===== src/rtl/prog_clk_div.sv =====
// Programmable clock-enable divider: period-start strobe `tick` plus a duty-controlled level `dout`.
// Optional PCD_SYNC_EN adds a `sync` input that forces an early period restart while running.
module prog_clk_div #(
  parameter int unsigned CNT_W = 8
) (
  input  logic             clk,
  input  logic             reset,
  input  logic             en,
  input  logic [CNT_W-1:0] div,
  input  logic [CNT_W-1:0] high_cnt,
`ifdef PCD_SYNC_EN
  input  logic             sync,
`endif
  output logic             dout,
  output logic             tick,
  output logic             active
);

  localparam logic [CNT_W-1:0] MIN_DIV = CNT_W'(2);

  typedef enum logic {S_IDLE, S_RUN} state_t;

  state_t           r_state;
  logic [CNT_W-1:0] r_cnt;
  logic [CNT_W-1:0] r_div_q;
  logic [CNT_W-1:0] r_hi_q;
  logic             r_dout;
  logic             r_tick;

  state_t           w_state_nxt;
  logic [CNT_W-1:0] w_cnt_nxt;
  logic [CNT_W-1:0] w_div_nxt;
  logic [CNT_W-1:0] w_hi_nxt;
  logic             w_dout_nxt;
  logic             w_tick_nxt;

  logic [CNT_W-1:0] w_div_clamped;
  logic [CNT_W-1:0] w_div_m1;
  logic [CNT_W-1:0] w_cnt_inc;
  logic             w_restart;

  assign w_div_clamped = (div < MIN_DIV) ? MIN_DIV : div;
  assign w_div_m1      = r_div_q - CNT_W'(1);
  assign w_cnt_inc     = r_cnt + CNT_W'(1);

  // A sync request coinciding with the natural boundary collapses into one restart.
`ifdef PCD_SYNC_EN
  assign w_restart = (r_cnt == w_div_m1) || sync;
`else
  assign w_restart = (r_cnt == w_div_m1);
`endif

  always_ff @(posedge clk) begin
    if (reset) begin
      r_state <= S_IDLE;
      r_cnt   <= '0;
      r_div_q <= MIN_DIV;
      r_hi_q  <= '0;
      r_dout  <= 1'b0;
      r_tick  <= 1'b0;
    end else begin
      r_state <= w_state_nxt;
      r_cnt   <= w_cnt_nxt;
      r_div_q <= w_div_nxt;
      r_hi_q  <= w_hi_nxt;
      r_dout  <= w_dout_nxt;
      r_tick  <= w_tick_nxt;
    end
  end

  always_comb begin
    w_state_nxt = r_state;
    w_cnt_nxt   = r_cnt;
    w_div_nxt   = r_div_q;
    w_hi_nxt    = r_hi_q;
    w_dout_nxt  = 1'b0;
    w_tick_nxt  = 1'b0;
    case (r_state)
      S_IDLE: begin
        // Shadows track the inputs so the first period after en uses fresh settings.
        w_cnt_nxt = '0;
        w_div_nxt = w_div_clamped;
        w_hi_nxt  = high_cnt;
        if (en) begin
          w_state_nxt = S_RUN;
          w_tick_nxt  = 1'b1;
          w_dout_nxt  = (r_hi_q != '0);
        end
      end
      S_RUN: begin
        if (!en) begin
          w_state_nxt = S_IDLE;
          w_cnt_nxt   = '0;
        end else if (w_restart) begin
          w_cnt_nxt  = '0;
          w_div_nxt  = w_div_clamped;
          w_hi_nxt   = high_cnt;
          w_tick_nxt = 1'b1;
          w_dout_nxt = (high_cnt != '0);
        end else begin
          w_cnt_nxt  = w_cnt_inc;
          w_dout_nxt = (w_cnt_inc < r_hi_q);
        end
      end
      default: w_state_nxt = S_IDLE;
    endcase
  end

  assign dout   = r_dout;
  assign tick   = r_tick;
  assign active = (r_state == S_RUN);

endmodule

===== config.mk =====
export PLATFORM = sky130hd
export DESIGN_NAME = prog_clk_div
export DESIGN_NICKNAME = d
export VERILOG_FILES = /design/src/rtl/prog_clk_div.sv
export SDC_FILE = /design/constraint.sdc
export NUM_CORES = 1
export LEC_CHECK = 0
export CORE_MARGIN = 4
export CORE_UTILIZATION = 30
export CTS_BUF_LIST = sky130_fd_sc_hd__clkbuf_4 sky130_fd_sc_hd__clkbuf_8
export DETAILED_ROUTE_END_ITERATION = 7
export GPL_ROUTABILITY_DRIVEN = 0
export PLACE_DENSITY = 0.61
export SYNTH_ARGS = -nofsm -noshare
export SYNTH_HDL_FRONTEND = slang
export SYNTH_SLANG_ARGS = --single-unit

===== constraint.sdc =====
create_clock -name clk -period 3.9 [get_ports clk]
set_input_delay 0.585 -clock clk [delete_from_list [all_inputs] [get_ports clk]]
set_output_delay 0.585 -clock clk [all_outputs]
set_load 0.05 [all_outputs]

==> results of run 1 <==
Yosys cell counts:
master    count  area (um^2)
a21boi_0      1         7.51
o21ai_0       4         20.0
clkbuf_1      4         15.0
or4_1         2         15.0
buf_6         1         11.3
a211oi_1      2         15.0
or2_1         2         12.5
nor2b_1       9         56.3
and3_1        3         18.8
a21oi_1       6         30.0
xor2_1        8         70.1
a31oi_4       1         21.3
dfxtp_1      27          541
nor3b_1       1         7.51
a211o_2       1         10.0
buf_2         1         5.00
o41ai_1       1         8.76
nand3_1       6         30.0
nor4_1        5         31.3
xnor2_1       7         61.3
a211o_1       1         8.76
ha_1          9          113
a211oi_4      1         20.0
inv_1        12         45.0
nand4_1       2         12.5
nor2_1        4         15.0
or3_4         1         11.3
nor3_1        1         5.00
nand2_1       5         18.8
or2b_1        2         15.0
a21o_1        3         22.5
nand2b_1     28          175
or3_1         3         18.8
mux2i_1      16          160
state kept, by name, indices dropped and copies added (netlist names):
| name | cells |
|---|---|
| tick | 1 |
| r_hi_q | 8 |
| r_cnt | 8 |
| dout | 1 |
| active | 1 |
| r_div_q | 8 |
worst paths after layout:
check / from / endpoint / slack, ns / cells after the start
max reg2reg: r_div_q[3] / r_hi_q[3] / 1.50 / 6
min reg2reg: r_hi_q[2] / r_hi_q[2] / 0.49 / 2
max: r_div_q[3] / r_hi_q[3] / 1.50 / 6
min: r_hi_q[2] / r_hi_q[2] / 0.49 / 2
through the flow:
stage / utilization / instances / hold WS [ns] / cell area (um^2)
final: 0.376 / 269 / 0.490 / 1940
after CTS: 0.376 / 269 / 0.494 / 1940
after floorplan: - / 180 / 0.452 / 1630
after global routing: 0.376 / 269 / 0.515 / 1940
after detailed placement: 0.366 / 265 / 0.479 / 1890
after global placement: 0.366 / 265 / 0.467 / 1890
cell type report:
class / instances / area, um^2 / share of cell area
multi-input combinational: 135 / 1010 / 0.520
clock buffer: 4 / 48.8 / 0.0251
inverter: 12 / 45.0 / 0.0232
sequential: 27 / 541 / 0.278
timing repair buffer: 21 / 210 / 0.108
tap: 70 / 87.6 / 0.0451
power breakdown:
group          internal (W)  switching [W]  leakage [nW]
clock             0.0000802      0.0000883        0.0262
combinational     0.0000565      0.0000525         0.512
sequential         0.000289      0.0000136         0.222
worst register-to-register path: stages, from the launching register on:
cell     delay (ns)
dfxtp_1        0.36
or3_4          0.42
o21ai_0        0.18
a21oi_1        0.09
a211o_2        0.40
a31oi_4        0.62
mux2i_1        0.26
metal layers:
metal  part of all wire  vias to the layer above  GRT usage
met5                  0                        -          0
met2               0.46                       12      0.178
met3              0.031                        2     0.0263
met1               0.50                      576      0.148
met4             0.0057                        0     0.0249
li1                   -                      652          -
cells by family (layout without fill, tap and decap cells):
group / count (synthesis) / in the layout / synth area share
buffers and inverters: 18 / 37 / 0.0469
XOR/XNOR: 15 / 15 / 0.0807
multiplexers: 16 / 16 / 0.0984
flip-flops: 27 / 27 / 0.332
AO/OA/AOI/OAI: 21 / 21 / 0.101
adder cells (fa/ha/maj): 9 / 9 / 0.0692
AND/OR/NAND/NOR: 74 / 74 / 0.272
==> run_results.csv, run 1 <==
group,metric,value,unit
run_status,status,"finished, final reports clean",
critical_path,crit_fanout,16,
cts,htreeDepth,1,
power_and_ir_drop,p_leak,0.761,nW
cts,cts_hold_buffers,0,
cts,cts-buffers-inserted,3,
grt,grt-ovfl-total,0,
cells_and_area,diodes,0,
timing,final-setup-viol-count,0,
route,wire_per_inst,12.3,um
timing,setup_ws,1.50,ns
synth,synthCells,180,
critical_path,cp_top_family,"compound AO/OA/AOI/OAI gates",
cells_and_area,layout_commonest_cell,"nand2b_1",
die,start_util,0.315,
cells_and_area,areaGrowthSynthToFinish,19.4,%
cts,cts-root-buf,"clkbuf_8",
route,num_vias,1242,
die,boundaryPins,22,
power_and_ir_drop,power_density,299,mW/mm^2
timing,clock_skew,0.00145,ns
critical_path,path_cells,"or3_4 > o21ai_0 > a21oi_1 > a211o_2 > a31oi_4 > mux2i_1",
cts,clk_latency,0.27,ns
route,drtAntennaViolNets,0,
critical_path,crit_type,"reg -> reg",
timing,grt_setup_unrepaired,"false",
cts,cts_tree,"built",
synth,synth_seq_area_share,0.332,
route,dr.first_iter.drc_count,35,
critical_path,max_stage_delay,0.61,ns
route,via_per_inst,4.62,
timing,worstMarginPinSlew,0.785,ns
route,routed_wirelength,3310,um
grt,grt_pass1_vias,1222,
run,maxCapViolations,0,
cts,cts_resized,0,
critical_path,critical_path.endpoint_type,"flop",
critical_path,start_kind,"flop",
cts,clkSinkCount,27,
grt,grt_max_degree,33,
grt,antenna_found_initial,0,
route,dr.pass1.iters,4,
timing,slew-limit-headroom,0.475,
synth,synth_cell_types,34,
power_and_ir_drop,ir_worst_vdd,0.172,mV
placement,io_buffers,21,
grt,grtUsageTotal,0.110,
route,route.detailed.drc,0,
synth,syn-cell-area,0.00163,mm^2
worst_hold_path,min_path_type,"reg -> reg",
synth,syn_nets,208,
cells_and_area,most-common-layout-cells,"nand2b_1, dfxtp_1, clkdlybuf4s50_1",
critical_path,critPathBufInv,0,
power_and_ir_drop,total_power,0.000580,W
cts,clockBufferDepth,2,
placement,post-place-ws,1.49,ns
placement,hpwl,2520,um
die,num_rows,26,
cells_and_area,drive_above_1_share,0.0402,
cts,cts_setup_buffers,0,
timing,finalSetupTns,0,ns
grt,grt_pass1_wl,5730,um
critical_path,crit_slowest_cell,"a31oi_4",
synth,synth_seq_cells,27,
critical_path,cp_data_arrival_time,2.60,ns
die,core-area,0.00517,mm^2
die,die-area,0.00667,mm^2
die,fp.dieH,81.7,um
timing,final_max_slew_viol_count,0,
cells_and_area,fill_cells,517,
timing,period_minus_slack,2.40,ns
cells_and_area,nets,228,
synth,syn_avg_cell_area,9.04,um^2
timing,max_clock_freq,0.417,GHz
cts,cts.clk_slew.worst_paths,0.09,ns
critical_path,required,4.10,ns
timing,period_share,0.615,
synth,yosys_warnings,0,
timing,hold_viol,0,
die,die_w,81.7,um
No activity file was read; power rests on OpenSTA's default activity.
==> run 2: changes to the inputs <==
==> constraint.sdc (replaced) <==
create_clock -name clk -period 2.4 [get_ports clk]
set_input_delay 0.36 -clock clk [delete_from_list [all_inputs] [get_ports clk]]
set_output_delay 0.36 -clock clk [all_outputs]
set_load 0.05 [all_outputs]
==> run 2 against run 1 <==
Effect of this change: critical path depth is 2 higher; clock-buffer cell count down 1; global-route usage increased by 0.30 points; die area unchanged; routed wire length is 1.0% higher; final area rose by 3.0%; core utilization grew 1.1 points; largest cell class unchanged; largest power group unchanged.
==> run_results.csv, run 2 (synthesis results as in run 1) <==
group,metric,value,unit
timing,grt_setup_unrepaired,"false",
grt,grt-ovfl-total,0,
critical_path,rrSetupSlack,0.20,ns
timing,max_clock_freq,0.455,GHz
route,wire_per_inst,12.1,um
timing,final-setup-viol-count,0,
cells_and_area,multi_input_area,0.00101,mm^2
cells_and_area,layout_commonest_cell,"nand2b_1",
critical_path,startpoint,"r_div_q[0]",
critical_path,required,2.56,ns
cells_and_area,largestRegisters,"r_cnt: 8 flops, r_div_q: 8 flops, r_hi_q: 8 flops",
cells_and_area,seqCellArea,541,um^2
worst_hold_path,min_path_type,"reg -> reg",
grt,grt_max_degree,32,
timing,finalSetupTns,0,ns
die,boundaryPins,22,
critical_path,max_stage_delay,0.54,ns
power_and_ir_drop,p_leak,0.791,nW
grt,antenna_found_initial,0,
timing,final_max_slew_viol_count,0,
timing,period_share,0.916,
power_and_ir_drop,cell_internal_pwr,0.000685,W
grt,grtUsageTotal,0.113,
critical_path,critical_path.endpoint_type,"flop",
power_and_ir_drop,power_switching,0.000254,W
route,via_per_inst,4.60,
route,num_vias,1266,
critical_path,critPathBufInv,2,
route,routed_wirelength,3340,um
timing,slew-limit-headroom,0.665,
cts,cts_tree,"built",
placement,hpwl,2690,um
timing,period_minus_slack,2.20,ns
critical_path,crit_type,"reg -> reg",
cells_and_area,finalInstanceArea,0.00200,mm^2
power_and_ir_drop,comb_power_share,0.198,
run,maxCapViolations,0,
cts,cts_hold_buffers,0,
power_and_ir_drop,swShare,0.270,
critical_path,start_kind,"flop",
power_and_ir_drop,power_density,470,mW/mm^2
route,dr.pass1.iters,4,
route,route.detailed.drc,0,
timing,worst_hold_slack,0.467,ns
critical_path,r2r-end,"r_div_q[2]",
cells_and_area,areaGrowthSynthToFinish,22.9,%
cts,clockBufferDepth,2,
critical_path,cp_top_family,"simple AND/OR/NAND/NOR gates",
grt,grt_pass1_wl,5870,um
die,die-area,0.00667,mm^2
critical_path,crit_slowest_cell,"or4_1",
critical_path,cp_data_arrival_time,2.36,ns
die,fp.dieH,81.7,um
cells_and_area,diodes,0,
cells_and_area,fill_cells,535,
worst_hold_path,holdPathStages,1,
power_and_ir_drop,ir_worst_vdd,0.349,mV
route,dr.first_iter.drc_count,66,
cts,cts_setup_buffers,0,
critical_path,path_cells,"inv_1 > ha_1 > or4_1 > a211oi_1 > a211o_2 > a31oi_4 > buf_12 > mux2i_1",
critical_path,crit_fanout,16,
critical_path,rr_worst_depth,8,
cts,cts-buffers-inserted,3,
run_status,status,"finished, final reports clean",
placement,io_buffers,21,
power_and_ir_drop,seq_power_share,0.522,
cts,cts-root-buf,"clkbuf_8",
cells_and_area,most-common-layout-cells,"nand2b_1, dfxtp_1, clkdlybuf4s50_1",
placement,placed_area,0.00195,mm^2
timing,clock_skew,0.00565,ns
worst_hold_path,hold_end,"r_cnt[0]",
die,die_w,81.7,um
die,core-area,0.00517,mm^2
timing,hold_viol,0,
cells_and_area,nets,234,
timing,worstMarginPinSlew,0.502,ns
die,start_util,0.315,
cts,clk_latency,0.27,ns
power_and_ir_drop,power_frac_clock,0.281,
cells_and_area,drive_above_1_share,0.0683,
die,num_rows,26,
route,drtAntennaViolNets,0,
cts,cts_resized,0,
cts,cts.clk_slew.worst_paths,0.10,ns
cts,htreeDepth,1,
worst_hold_path,min_from,"r_cnt[0]",
grt,grt_pass1_vias,1222,
cts,clkSinkCount,27,
critical_path,reg2reg_from,"r_div_q[0]",
run 2: changes by cell type in the layout (fill, tap and decap cells not counted):
cell	previous run	this run
buf_4	0	5
buf_12	0	1
clkbuf_4	1	0
clkinvlp_4	0	1
run 2: final cells by class:
| class | count | share of cell area |
|---|---|---|
| multi-input cells | 135 | 0.505 |
| flip-flops and latches | 27 | 0.270 |
| repair buffers | 27 | 0.134 |
| well taps | 70 | 0.0438 |
| inverters | 12 | 0.0225 |
| clock buffers | 3 | 0.0206 |
| clock inverters | 1 | 0.00375 |
run 2: how the worst max path moves through the flow:
stage	end	slack (ns)	cells after the start
2_1_floorplan	r_div_q[0]	0.28	8
3_3_place_gp	r_div_q[0]	0.27	8
3_5_place_dp	r_div_q[2]	0.19	8
4_1_cts	r_div_q[2]	0.16	8
5_1_grt	dout	0.009	8
6_report	r_div_q[2]	0.20	8
run 2: power by group through the flow:
stage	Clock, W	Sequential (W)	Combinational, W
floorplan	0	0.000505	0.000111
global placement	0	0.000501	0.000185
detailed placement	0	0.000501	0.000187
CTS	0.000275	0.000491	0.000188
global route	0.000292	0.000494	0.000207
finish	0.000264	0.000490	0.000186
run 2: stage by stage:
stage | setup slack [ns] | cells | utilization | total power, W
2_1_floorplan | 0.278 | 180 | - | 0.000617
3_3_place_gp | 0.272 | 271 | 0.377 | 0.000686
3_5_place_dp | 0.190 | 271 | 0.377 | 0.000687
4_1_cts | 0.164 | 275 | 0.387 | 0.000953
5_1_grt | 0.00892 | 275 | 0.387 | 0.000994
6_report | 0.202 | 275 | 0.387 | 0.000939
run 2: metal layers:
metal / global-route usage / share of wire / vias to the layer above
met5: 0 / 0 / -
met4: 0.0150 / 0.0057 / 0
met3: 0.0285 / 0.038 / 2
met2: 0.185 / 0.47 / 20
met1: 0.153 / 0.49 / 574
li1: - / - / 670
==> run 3: changes to the inputs <==
--- a/config.mk
+++ b/config.mk
@@ -6,11 +6,11 @@
 export NUM_CORES = 1
 export LEC_CHECK = 0
 export CORE_MARGIN = 4
-export CORE_UTILIZATION = 30
+export CORE_UTILIZATION = 45
 export CTS_BUF_LIST = sky130_fd_sc_hd__clkbuf_4 sky130_fd_sc_hd__clkbuf_8
 export DETAILED_ROUTE_END_ITERATION = 7
 export GPL_ROUTABILITY_DRIVEN = 0
-export PLACE_DENSITY = 0.61
+export PLACE_DENSITY = 0.79
 export SYNTH_ARGS = -nofsm -noshare
 export SYNTH_HDL_FRONTEND = slang
 export SYNTH_SLANG_ARGS = --single-unit
==> run 3 against run 2 <==
Effect of this change: register-to-register slack got worse by 0.03 ns; sequential power about the same; sequential cell count unchanged; total power decreased by 5.9%; final cell count decreased by 9.8%.
==> run_results.csv, run 3 (synthesis results as in run 1) <==
group,metric,value,unit
run_status,status,"finished, final reports clean",
grt,grt_max_degree,32,
cts,cts_resized,0,
cells_and_area,largestRegisters,"r_cnt: 8 flops, r_div_q: 8 flops, r_hi_q: 8 flops",
critical_path,start_kind,"flop",
critical_path,path_depth,8,
die,boundaryPins,22,
cts,cts_hold_buffers,0,
placement,post-place-ws,0.215,ns
route,dr.pass1.iters,4,
timing,final_max_slew_viol_count,0,
cts,clk_latency,0.33,ns
route,dr.first_iter.drc_count,43,
critical_path,rr_worst_depth,8,
power_and_ir_drop,power_density,458,mW/mm^2
cells_and_area,nets,231,
timing,grt_setup_unrepaired,"false",
worst_hold_path,min_path_type,"reg -> reg",
grt,grtUsageTotal,0.155,
die,core-area,0.00342,mm^2
timing,setup_ws,0.171,ns
cts,htreeDepth,1,
worst_hold_path,min_from,"r_cnt[0]",
route,route.detailed.drc,0,
cts,cts_setup_buffers,0,
cts,clockBufferDepth,2,
die,die-area,0.00464,mm^2
timing,clock_skew,0.00145,ns
critical_path,crit_fanout,16,
cts,cts_tree,"built",
cells_and_area,layout_commonest_cell,"nand2b_1",
timing,slew-limit-headroom,0.666,
timing,max_clock_freq,0.449,GHz
cts,clkSinkCount,27,
worst_hold_path,holdPathStages,1,
route,routed_wirelength,3230,um
grt,grt_pass1_vias,1188,
placement,io_buffers,21,
cells_and_area,diodes,0,
route,drtAntennaViolNets,0,
timing,final-setup-viol-count,0,
critical_path,critPathBufInv,2,
timing,worstMarginPinSlew,0.499,ns
grt,grt-ovfl-total,0,
route,wire_per_inst,13.0,um
critical_path,reg2reg_from,"r_div_q[0]",
timing,period_share,0.929,
die,num_rows,21,
die,start_util,0.477,
critical_path,crit_type,"reg -> reg",
run,maxCapViolations,0,
placement,hpwl,2480,um
grt,grt_pass1_wl,5460,um
timing,period_minus_slack,2.23,ns
route,via_per_inst,5.09,
critical_path,cp_data_arrival_time,2.47,ns
timing,hold_viol,0,
cts,cts-buffers-inserted,3,
die,die_w,68.1,um
cells_and_area,drive_above_1_share,0.0545,
critical_path,critical_path.endpoint_type,"flop",
cells_and_area,areaGrowthSynthToFinish,18.5,%
critical_path,required,2.64,ns
critical_path,crit_slowest_cell,"or4_1",
cts,cts.clk_slew.worst_paths,0.15,ns
power_and_ir_drop,p_leak,0.767,nW
power_and_ir_drop,ir_worst_vdd,0.278,mV
timing,finalSetupTns,0,ns
cells_and_area,most-common-layout-cells,"nand2b_1, dfxtp_1, clkdlybuf4s50_1",
cts,cts-root-buf,"clkbuf_4",
critical_path,max_stage_delay,0.53,ns
route,num_vias,1263,
die,fp.dieH,68.1,um
grt,antenna_found_initial,0,
critical_path,startpoint,"r_div_q[0]",
cells_and_area,fill_cells,323,
critical_path,cp_top_family,"compound AO/OA/AOI/OAI gates",
critical_path,path_cells,"inv_1 > ha_1 > or4_1 > a211oi_1 > a211o_2 > a31oi_4 > buf_12 > mux2i_1",
-- run 3: changes by cell type in the layout (fill, tap and decap cells not counted) --
cell / before / now
buf_4: 5 / 2
clkbuf_4: 0 / 3
clkbuf_8: 3 / 0
-- run 3: per-layer routing --
layer,vias to the layer above,global-route usage,share of wire
li1,658,-,-
met1,577,0.196,0.48
met2,22,0.259,0.47
met3,6,0.0427,0.041
met4,0,0.0372,0.0096
met5,-,0,0
-- run 3: worst paths after layout --
path,to,slack (ns)
hold reg to reg,r_cnt[0],0.49
setup / recovery,r_div_q[1],0.17
hold / removal,r_cnt[0],0.49
setup reg to reg,r_div_q[1],0.17
-- run 3: report_power, final --
group	internal (W)	total [W]	switching (W)	leakage [nW]
logic	0.0000961	0.000183	0.0000873	0.531
registers	0.000471	0.000492	0.0000217	0.222
clock network	0.0000639	0.000208	0.000145	0.0139
-- run 3: layout make-up --
class | count | area, um^2 | area share
clock buffers | 3 | 22.5 | 0.0117
multi-input cells | 135 | 1010 | 0.524
well taps | 46 | 57.6 | 0.0298
clock inverters | 1 | 7.51 | 0.00389
inverters | 12 | 45.0 | 0.0233
flip-flops and latches | 27 | 541 | 0.280
repair buffers | 24 | 245 | 0.127
-- run 3: worst reg2reg max path: stages, from the launching register on --
cell and delay [ns]:
dfxtp_1 0.43, inv_1 0.07, ha_1 0.26, or4_1 0.53
a211oi_1 0.24, a211o_2 0.20, a31oi_4 0.11, buf_12 0.18
mux2i_1 0.13
-- run 3: per-stage QoR --
stage / instance area, um^2 / util / hold WS (ns) / total power, W / instances
after CTS: 1930 / 0.565 / 0.496 / 0.000889 / 248
after global routing: 1930 / 0.565 / 0.535 / 0.000927 / 248
after floorplan: 1630 / - / 0.452 / 0.000617 / 180
final: 1930 / 0.565 / 0.495 / 0.000884 / 248
after detailed placement: 1900 / 0.556 / 0.462 / 0.000685 / 244
after global placement: 1900 / 0.556 / 0.456 / 0.000682 / 244
